==> src/rtl/watch_cmd_pkg.sv <==
// Shared constants for the watch command decoder: ASCII command bytes,
// mode levels and echo FSM state encoding.
package watch_cmd_pkg;

    localparam logic [7:0] CMD_SEC  = 8'h73;
    localparam logic [7:0] CMD_MIN  = 8'h6D;
    localparam logic [7:0] CMD_HOUR = 8'h68;
    localparam logic [7:0] CMD_RUN  = 8'h72;
    localparam logic [7:0] CMD_CLR  = 8'h63;
    localparam logic [7:0] CMD_MODE = 8'h77;

    localparam logic MODE_WATCH = 1'b0;
    localparam logic MODE_SW    = 1'b1;

    typedef enum logic [1:0] {
        E_IDLE,
        E_START,
        E_WAIT_BUSY,
        E_WAIT_DONE
    } echo_state_t;

    // Maps 'A'..'Z' onto 'a'..'z' when folding is enabled.
    function automatic logic [7:0] fold_case(input logic [7:0] b, input logic en);
        if (en && (b >= 8'h41) && (b <= 8'h5A)) begin
            return b | 8'h20;
        end
        return b;
    endfunction

endpackage

==> src/rtl/watch_cmd_decoder_pend_pulse_ch.sv <==
// One plus channel: saturating pending counter feeding a registered
// single-cycle pulse, draining at most one request per cycle.
module pend_pulse_ch #(
    parameter int unsigned PEND_W = 2
) (
    input  logic       clk,
    input  logic       rst_n,
    input  logic [1:0] req,
    input  logic       clr,
    output logic       pulse
);

    localparam logic [PEND_W:0] CAP = (PEND_W + 1)'((1 << PEND_W) - 1);

    logic [PEND_W-1:0] pend;
    logic [PEND_W-1:0] pend_nxt;
    logic [PEND_W:0]   sum;
    logic [PEND_W:0]   rem;
    logic              issue;

    always_comb begin
        sum      = (PEND_W + 1)'(pend) + (PEND_W + 1)'(req);
        issue    = (sum != '0);
        rem      = sum - (PEND_W + 1)'(issue);
        pend_nxt = (rem > CAP) ? CAP[PEND_W-1:0] : rem[PEND_W-1:0];
    end

    always_ff @(posedge clk or negedge rst_n) begin
        if (!rst_n) begin
            pend  <= '0;
            pulse <= 1'b0;
        end else begin
            pulse <= issue;
            pend  <= clr ? '0 : pend_nxt;
        end
    end

endmodule

==> src/rtl/watch_cmd_decoder.sv <==
// Merges UART command bytes and button pulses into watch/stopwatch control
// pulses. Define WATCH_CMD_ECHO_EN to echo accepted command bytes.
module watch_cmd_decoder
    import watch_cmd_pkg::*;
#(
    parameter int unsigned PEND_W    = 2,
    parameter logic        CASE_FOLD = 1'b1
) (
    input  logic       clk,
    input  logic       rst,
    input  logic [7:0] i_rx_data,
    input  logic       i_rx_done,
    input  logic       i_btn_sec,
    input  logic       i_btn_min,
    input  logic       i_btn_hour,
    input  logic       i_btn_mode,
    output logic       o_sec_plus,
    output logic       o_min_plus,
    output logic       o_hour_plus,
    output logic       o_run_stop,
    output logic       o_clear,
    output logic       o_mode,
    output logic       o_tx_start,
    output logic [7:0] o_tx_data,
    input  logic       i_tx_busy
);

    logic [7:0] cmd;
    logic       hit_sec, hit_min, hit_hour, hit_run, hit_clr, hit_mode;
    logic       watch, toggle, accepted;
    logic [1:0] req_sec, req_min, req_hour;

    always_comb begin
        cmd      = fold_case(i_rx_data, CASE_FOLD);
        hit_sec  = i_rx_done && (cmd == CMD_SEC);
        hit_min  = i_rx_done && (cmd == CMD_MIN);
        hit_hour = i_rx_done && (cmd == CMD_HOUR);
        hit_run  = i_rx_done && (cmd == CMD_RUN);
        hit_clr  = i_rx_done && (cmd == CMD_CLR);
        hit_mode = i_rx_done && (cmd == CMD_MODE);
        // Gating looks at the mode before any toggle in this same cycle.
        watch    = (o_mode == MODE_WATCH);
        toggle   = hit_mode | i_btn_mode;
        req_sec  = watch ? (2'(hit_sec)  + 2'(i_btn_sec))  : 2'b00;
        req_min  = watch ? (2'(hit_min)  + 2'(i_btn_min))  : 2'b00;
        req_hour = watch ? (2'(hit_hour) + 2'(i_btn_hour)) : 2'b00;
        accepted = (watch && (hit_sec || hit_min || hit_hour))
                 || (!watch && (hit_run || hit_clr)) || hit_mode;
    end

    always_ff @(posedge clk or negedge rst) begin
        if (!rst) begin
            o_mode     <= MODE_WATCH;
            o_run_stop <= 1'b0;
            o_clear    <= 1'b0;
        end else begin
            o_mode     <= o_mode ^ toggle;
            o_run_stop <= !watch && hit_run;
            o_clear    <= !watch && hit_clr;
        end
    end

    pend_pulse_ch #(.PEND_W(PEND_W)) u_sec (
        .clk(clk), .rst_n(rst), .req(req_sec), .clr(toggle), .pulse(o_sec_plus)
    );
    pend_pulse_ch #(.PEND_W(PEND_W)) u_min (
        .clk(clk), .rst_n(rst), .req(req_min), .clr(toggle), .pulse(o_min_plus)
    );
    pend_pulse_ch #(.PEND_W(PEND_W)) u_hour (
        .clk(clk), .rst_n(rst), .req(req_hour), .clr(toggle), .pulse(o_hour_plus)
    );

`ifdef WATCH_CMD_ECHO_EN
    echo_state_t state, state_nxt;
    logic        buf_valid;
    logic [7:0]  buf_data;

    always_ff @(posedge clk or negedge rst) begin
        if (!rst) begin
            state <= E_IDLE;
        end else begin
            state <= state_nxt;
        end
    end

    // The buffer stays full until the transmitter finishes, so a command
    // accepted during an echo in flight is not echoed.
    always_ff @(posedge clk or negedge rst) begin
        if (!rst) begin
            buf_valid <= 1'b0;
            buf_data  <= '0;
        end else if ((state == E_WAIT_DONE) && !i_tx_busy) begin
            buf_valid <= 1'b0;
        end else if (accepted && !buf_valid) begin
            buf_valid <= 1'b1;
            buf_data  <= i_rx_data;
        end
    end

    always_comb begin
        state_nxt = state;
        unique case (state)
            E_IDLE:      if (buf_valid && !i_tx_busy) state_nxt = E_START;
            E_START:     state_nxt = E_WAIT_BUSY;
            E_WAIT_BUSY: if (i_tx_busy) state_nxt = E_WAIT_DONE;
            E_WAIT_DONE: if (!i_tx_busy) state_nxt = E_IDLE;
            default:     state_nxt = E_IDLE;
        endcase
    end

    always_comb begin
        o_tx_start = (state == E_START);
        o_tx_data  = (state == E_START) ? buf_data : '0;
    end
`else
    logic unused_echo;
    assign unused_echo = i_tx_busy ^ accepted;
    assign o_tx_start  = 1'b0;
    assign o_tx_data   = '0;
`endif

endmodule

==> config.mk <==
export PLATFORM = sky130hd
export DESIGN_NAME = watch_cmd_decoder
export DESIGN_NICKNAME = d
export VERILOG_FILES = /design/src/rtl/watch_cmd_pkg.sv /design/src/rtl/watch_cmd_decoder_pend_pulse_ch.sv /design/src/rtl/watch_cmd_decoder.sv
export SDC_FILE = /design/constraint.sdc
export NUM_CORES = 1
export LEC_CHECK = 0
export BUFFER_PORTS_ARGS = -buffer_cell sky130_fd_sc_hd__buf_2
export CAP_MARGIN = 25
export CORE_MARGIN = 2
export CORE_UTILIZATION = 54
export CTS_BUF_LIST = sky130_fd_sc_hd__clkbuf_4
export CTS_CLUSTER_DIAMETER = 120
export DETAILED_ROUTE_END_ITERATION = 12
export GPL_TIMING_DRIVEN = 0
export PLACE_DENSITY_LB_ADDON = 0.2
export SYNTH_ARGS = -nofsm -noshare
export SYNTH_HDL_FRONTEND = slang
export SYNTH_SLANG_ARGS = --single-unit
export TNS_END_PERCENT = 20
==> constraint.sdc <==
create_clock -name clk -period 3.2 [get_ports clk]
set_input_delay 0.16 -clock clk [delete_from_list [all_inputs] [get_ports clk]]
set_output_delay 0.16 -clock clk [all_outputs]
set_load 0.05 [all_outputs]
# Yosys cells after proc, flatten, opt, wreduce, memory -nomap -nowiden
# Cells that the tools add are included.
# Widths: inputs -> output; s select.
# word_totals
ram_bits	0
romBits	0
in_bits	16
n_memories	0
latch_bits	0
reg_bits	12
# op_classes
n_addsub	9
multipliers	0
bitwise	2
eq_ne	6
n_mux	12
order_cmp	5
reduce_logical	12
shifts	0
div	0
# op_table
operator	n
$eq 8x7->1 const B	6
$mux 2	9
$mux 8	2
$add 2x2->3	3
$gt 3x2->1 const B	3
$logic_and 1x1->1	9
$reduce_bool 3->1	3
$sub 3x1->3	3
$ge 8x7->1 const B	1
$le 8x7->1 const B	1
$add 1x1->2	3
$mux 1	1
$or 1x1->1	1
$xor 1x1->1	1

# Logic depth before layout (Yosys ltp)
# depth
word_depth	14
ltp_mapped	13
ltp_nobuf	13

# Modules after synthesis
# From an unflattened synthesis, not the netlist that was laid out.
# hier_totals
hier_cells	78
area_unflattened_um2	843.3
# by_module_without_submodules
mod	cells_each	seq_area_each_um2	n_inst	area_per_inst_um2
pend_pulse_ch	14	75.1	3	167.7
watch_cmd_decoder	36	75.1	1	340.3

# Least setup slack after synthesis
# OpenSTA, ideal clock, no wires.
# synth_timing
path_kind	input-to-reg
start	input port i_rx_data[7]
end	register u_sec.pend[0]
t_arrival_ps	2336
stages	12
setup_time_ps	143
t_required_ps	3057
path_buffers	0
setup_slack_ps	720
path_cell_list	nand3b_1 -> a31o_2 -> nor4_1 -> ha_1 -> nor2b_1 -> nand2_1 -> fa_1 -> nand3_1 -> ha_1 -> ha_1 -> xor2_1 -> a21oi_1
# synth_between
elab_chain_len	14
# synth_lines
item	line	text
start: declaration	watch_cmd_decoder.sv:11	input logic [7:0] i_rx_data,
$ge 8x7->1 or $le 8x7->1 (tied branches)	watch_cmd_pkg.sv:24	if (en && (b >= 8'h41) && (b <= 8'h5A)) begin
$logic_and 1x1->1	watch_cmd_pkg.sv:24	
$mux 1	watch_cmd_pkg.sv:24	
$mux 8 *	watch_cmd_pkg.sv:27	return b;
$eq 8x7->1 *	watch_cmd_decoder.sv:35	hit_sec = i_rx_done && (cmd == CMD_SEC);
$logic_and 1x1->1 *	watch_cmd_decoder.sv:35	
$add 1x1->2 *	watch_cmd_decoder.sv:44	req_sec = watch ? (2'(hit_sec) + 2'(i_btn_sec)) : 2'b00;
$mux 2 *	watch_cmd_decoder.sv:44	
$add 2x2->3 *	watch_cmd_decoder_pend_pulse_ch.sv:22	sum = (PEND_W + 1)'(pend) + (PEND_W + 1)'(req);
$reduce_bool 3->1 *	watch_cmd_decoder_pend_pulse_ch.sv:23	issue = (sum != '0);
net u_sec.issue	watch_cmd_decoder_pend_pulse_ch.sv:19	logic issue;
$sub 3x1->3 *	watch_cmd_decoder_pend_pulse_ch.sv:24	rem = sum - (PEND_W + 1)'(issue);
$gt 3x2->1	watch_cmd_decoder_pend_pulse_ch.sv:25	pend_nxt = (rem > CAP) ? CAP[PEND_W-1:0] : rem[PEND_W-1:0];
$mux 2 *	watch_cmd_decoder_pend_pulse_ch.sv:25	
$mux 2 *	watch_cmd_decoder_pend_pulse_ch.sv:34	pend <= clr ? '0 : pend_nxt;
end signal: assignment	watch_cmd_decoder_pend_pulse_ch.sv:34	
end: declaration	watch_cmd_decoder_pend_pulse_ch.sv:15	logic [PEND_W-1:0] pend;
# The timed path passes the listed nets; every way through them passes the cells marked *. The select of a mux whose other input is x is not followed.

# Worst setup path after layout
# Ends and elaborated chain as after synthesis.

==> summary.txt <==
Yosys top cell area share - 35.6%
Area Growth Syn to Fin - 21.7%
Overall Power - 837 uW
Seq pwr share - 27.8%
CTS Hold Buffers Added - 1
Syn Inst Count - 83
Comb power frac - 61.2%
Total CTS buffers - 3
Worst r2r src - o_mode
Slew Limit Fails - 0
Status - finished, final reports clean
Vias - 636
Clock slew at reported path FFs - 0.07 ns
Synthesized area per cell - 10.2 um^2
Initial Util - 56.6%
Required @ worst endpoint - 3.33 ns
Row Count - 14
Share of cells above drive strength 1 - 30.4%
Pint - 445 uW
Final nets - 146
HPWL after DPL - 1.24 mm
Leak pwr - 0.519 nW
Worst skew pair latency - 0.27 ns
Kind of critical path - in2reg
Final WS setup - 0.605 ns
Buffers on Ports - 20
Reg-to-reg endpoint - u_sec.pend[0]
Gates resized, CTS repair - 0
DRT iter0 DRCs - 3
CTS tree - done
GRT overflow - 0
Die area - 1890 um^2
Max cap viols - 0
Critical path peak fanout - 2
Clk network pwr share - 11.0%
First-pass GRT wire length - 2.45 mm
Setup crit end kind - register
Sw Share - 46.8%
CORE AREA - 1490 um^2
CTS Buffer Depth - 2
R2R depth - 9
Post-CTS setup buffer count - 0
Final Skew - 0.00261 ns
Tcrit/Tclk final - 81.1%
DRC - 0
H-tree depth - 1
Largest net degree at the start of global routing - 13
Critical path endpoint - u_sec.pend[0]
Ports - 31
CP startpoint - i_rx_data[7]
Max VDD drop - 0.534 mV
Critical Path AT - 2.73 ns
Synth area leader - dfrtp_1
Cell mode on critical path - ha_1
Clock sink count - 12
CP max stage delay - 0.51 ns
Vias per std cell - 4.85
Yosys warnings - 0
RSZ-0062 raised after global routing - no
Slowest-stage cell, CP - fa_1
Total GRT Usage - 18.3%
R2r setup slk - 0.86 ns
Setup TNS - 0 ns
Total Routed Length - 1.48 mm
Die W - 43.5 um
Crit-path cells - buf_2 -> nand3b_1 -> a31o_2 -> nor4_1 -> ha_1 -> nor2b_1 -> nand2_1 -> fa_1 -> nand3_1 -> ha_1 -> ha_1 -> xor2_1 -> a21oi_1
Startpoint Class - primary input
# setup viols final - 0
Post-Syn Area - 843 um^2
CTS root buf - clkbuf_4
Antenna violations before repair - 0
Max Freq - 0.385 GHz
Cell variety after synth - 21
Final worst path period need - 2.60 ns
Routed Antenna Nets - 0
Vias in the first global route - 612
Final Hold Fails - 0
WL per Instance - 11.3 um
P_sw - 392 uW
DIE HEIGHT - 43.5 um
Antenna diode count - 0
Setup WS pre-CTS - 0.320 ns
Top cells by area, synth - dfrtp_1 36%, ha_1 15%, buf_4 8.0%, fa_1 7.1%, xor2_1 4.2%
Gpl congestion - 0.750
Yosys reg bits - 12
Register area share after synthesis - 35.6%
Worst Hold Class - in2reg
Power Density - 816 nW/um^2
1st-pass router iterations - 4
per-layer routing:
metal / global-route usage (%) / share of wire (%) / up-vias / wire (um)
met3: 5.00 / 6.5 / 0 / 96
met2: 32.2 / 56 / 20 / 833
met5: 0 / 0 / - / 0
met1: 19.5 / 37 / 292 / 547
met4: 10.3 / 0 / 0 / 0
li1: - / - / 324 / -
power groups by stage:
stage	combinational, mW	sequential (mW)	clock (mW)
2_1_floorplan	0.307	0.326	0
6_report	0.512	0.232	0.0921
3_3_place_gp	0.477	0.234	0
4_1_cts	0.525	0.232	0.0969
5_1_grt	0.578	0.240	0.107
3_5_place_dp	0.521	0.236	0
metrics by stage:
step	hold WS [ns]	util, %	instance area (um^2)	cells
5_1_grt	0.126	68.9	1030	131
4_1_cts	0.121	68.9	1030	131
6_report	0.131	68.9	1030	131
2_1_floorplan	-0.136	-	873	91
3_3_place_gp	0.0484	66.7	993	127
3_5_place_dp	0.0505	66.7	993	127
worst min-delay path by stage:
stage | start | to | slack [ns] | cells past startpoint
floorplan | rst | o_clear | -0.14 | 0
global placement | rst | u_sec.pulse | 0.05 | 1
CTS | i_rx_data[2] | o_clear | 0.12 | 2
finish | i_rx_data[2] | o_clear | 0.13 | 2
detailed placement | rst | u_sec.pulse | 0.05 | 1
global route | i_rx_data[2] | o_clear | 0.13 | 2
logic make-up after synthesis:
family	share of synthesized area (%)
adder cells (fa/ha/maj)	22.0
buffers and inverters	12.0
flip-flops	35.6
XOR/XNOR	6.23
other	0.445
AND/OR/NAND/NOR	15.9
AO/OA/AOI/OAI	7.86
synthesized netlist by cell type, drive strengths merged:
master  number
inv          8
nor2b        3
buf          9
nand3b       2
nand2        5
nand3        5
nor3b        1
a31o         1
a21oi        6
xor2         4
ha          10
xnor2        2
clkbuf       1
o41ai        1
nor4         3
conb         1
nand2b       3
fa           3
nor2         3
dfrtp       12
worst max-delay path: cells and delay by family:
kind | cells | cell delay, ns
adders and majority gates | 4 | 1.10
AOI/OAI and AO/OA | 2 | 0.35
xor gates and xnor gates | 1 | 0.17
buffers and inverters | 1 | 0.10
and+or+nand+nor | 5 | 0.85
layout make-up:
type | instances | area, um^2
sequential | 12 | 300
timing repair buffer | 21 | 110
inverter | 8 | 30.0
fill | 126 | 463
multi-input combinational | 61 | 472
clock buffer | 3 | 22.5
tap | 16 | 20.0
buffer | 10 | 71.3
cell usage in the layout (no fill, tap or decap):
| cell type | instances |
|---|---|
| buf_2 | 20 |
| dfrtp_1 | 12 |
| ha_1 | 10 |
| buf_4 | 9 |
| conb_1 | 9 |
| inv_1 | 7 |
| a21oi_1 | 6 |
| nand3_1 | 5 |
| nand2_1 | 5 |
| xor2_1 | 4 |
| nor2b_1 | 3 |
| nor4_1 | 3 |
| nor2_1 | 3 |
| nand2b_1 | 3 |
| fa_1 | 3 |
| clkbuf_4 | 3 |
| xnor2_1 | 2 |
| nand3b_1 | 2 |
| clkbuf_1 | 1 |
| a31o_2 | 1 |
| nor3b_1 | 1 |
| inv_2 | 1 |
| o41ai_4 | 1 |
| dlygate4sd3_1 | 1 |
state kept, by name, summed over array words and instances, names as in the netlist:
name and flops:
u_hour.pend 2, u_min.pend 2, u_sec.pend 2, o_clear 1, o_mode 1, o_run_stop 1
u_hour.pulse 1, u_min.pulse 1, u_sec.pulse 1
No activity file was read; power rests on OpenSTA's default activity.
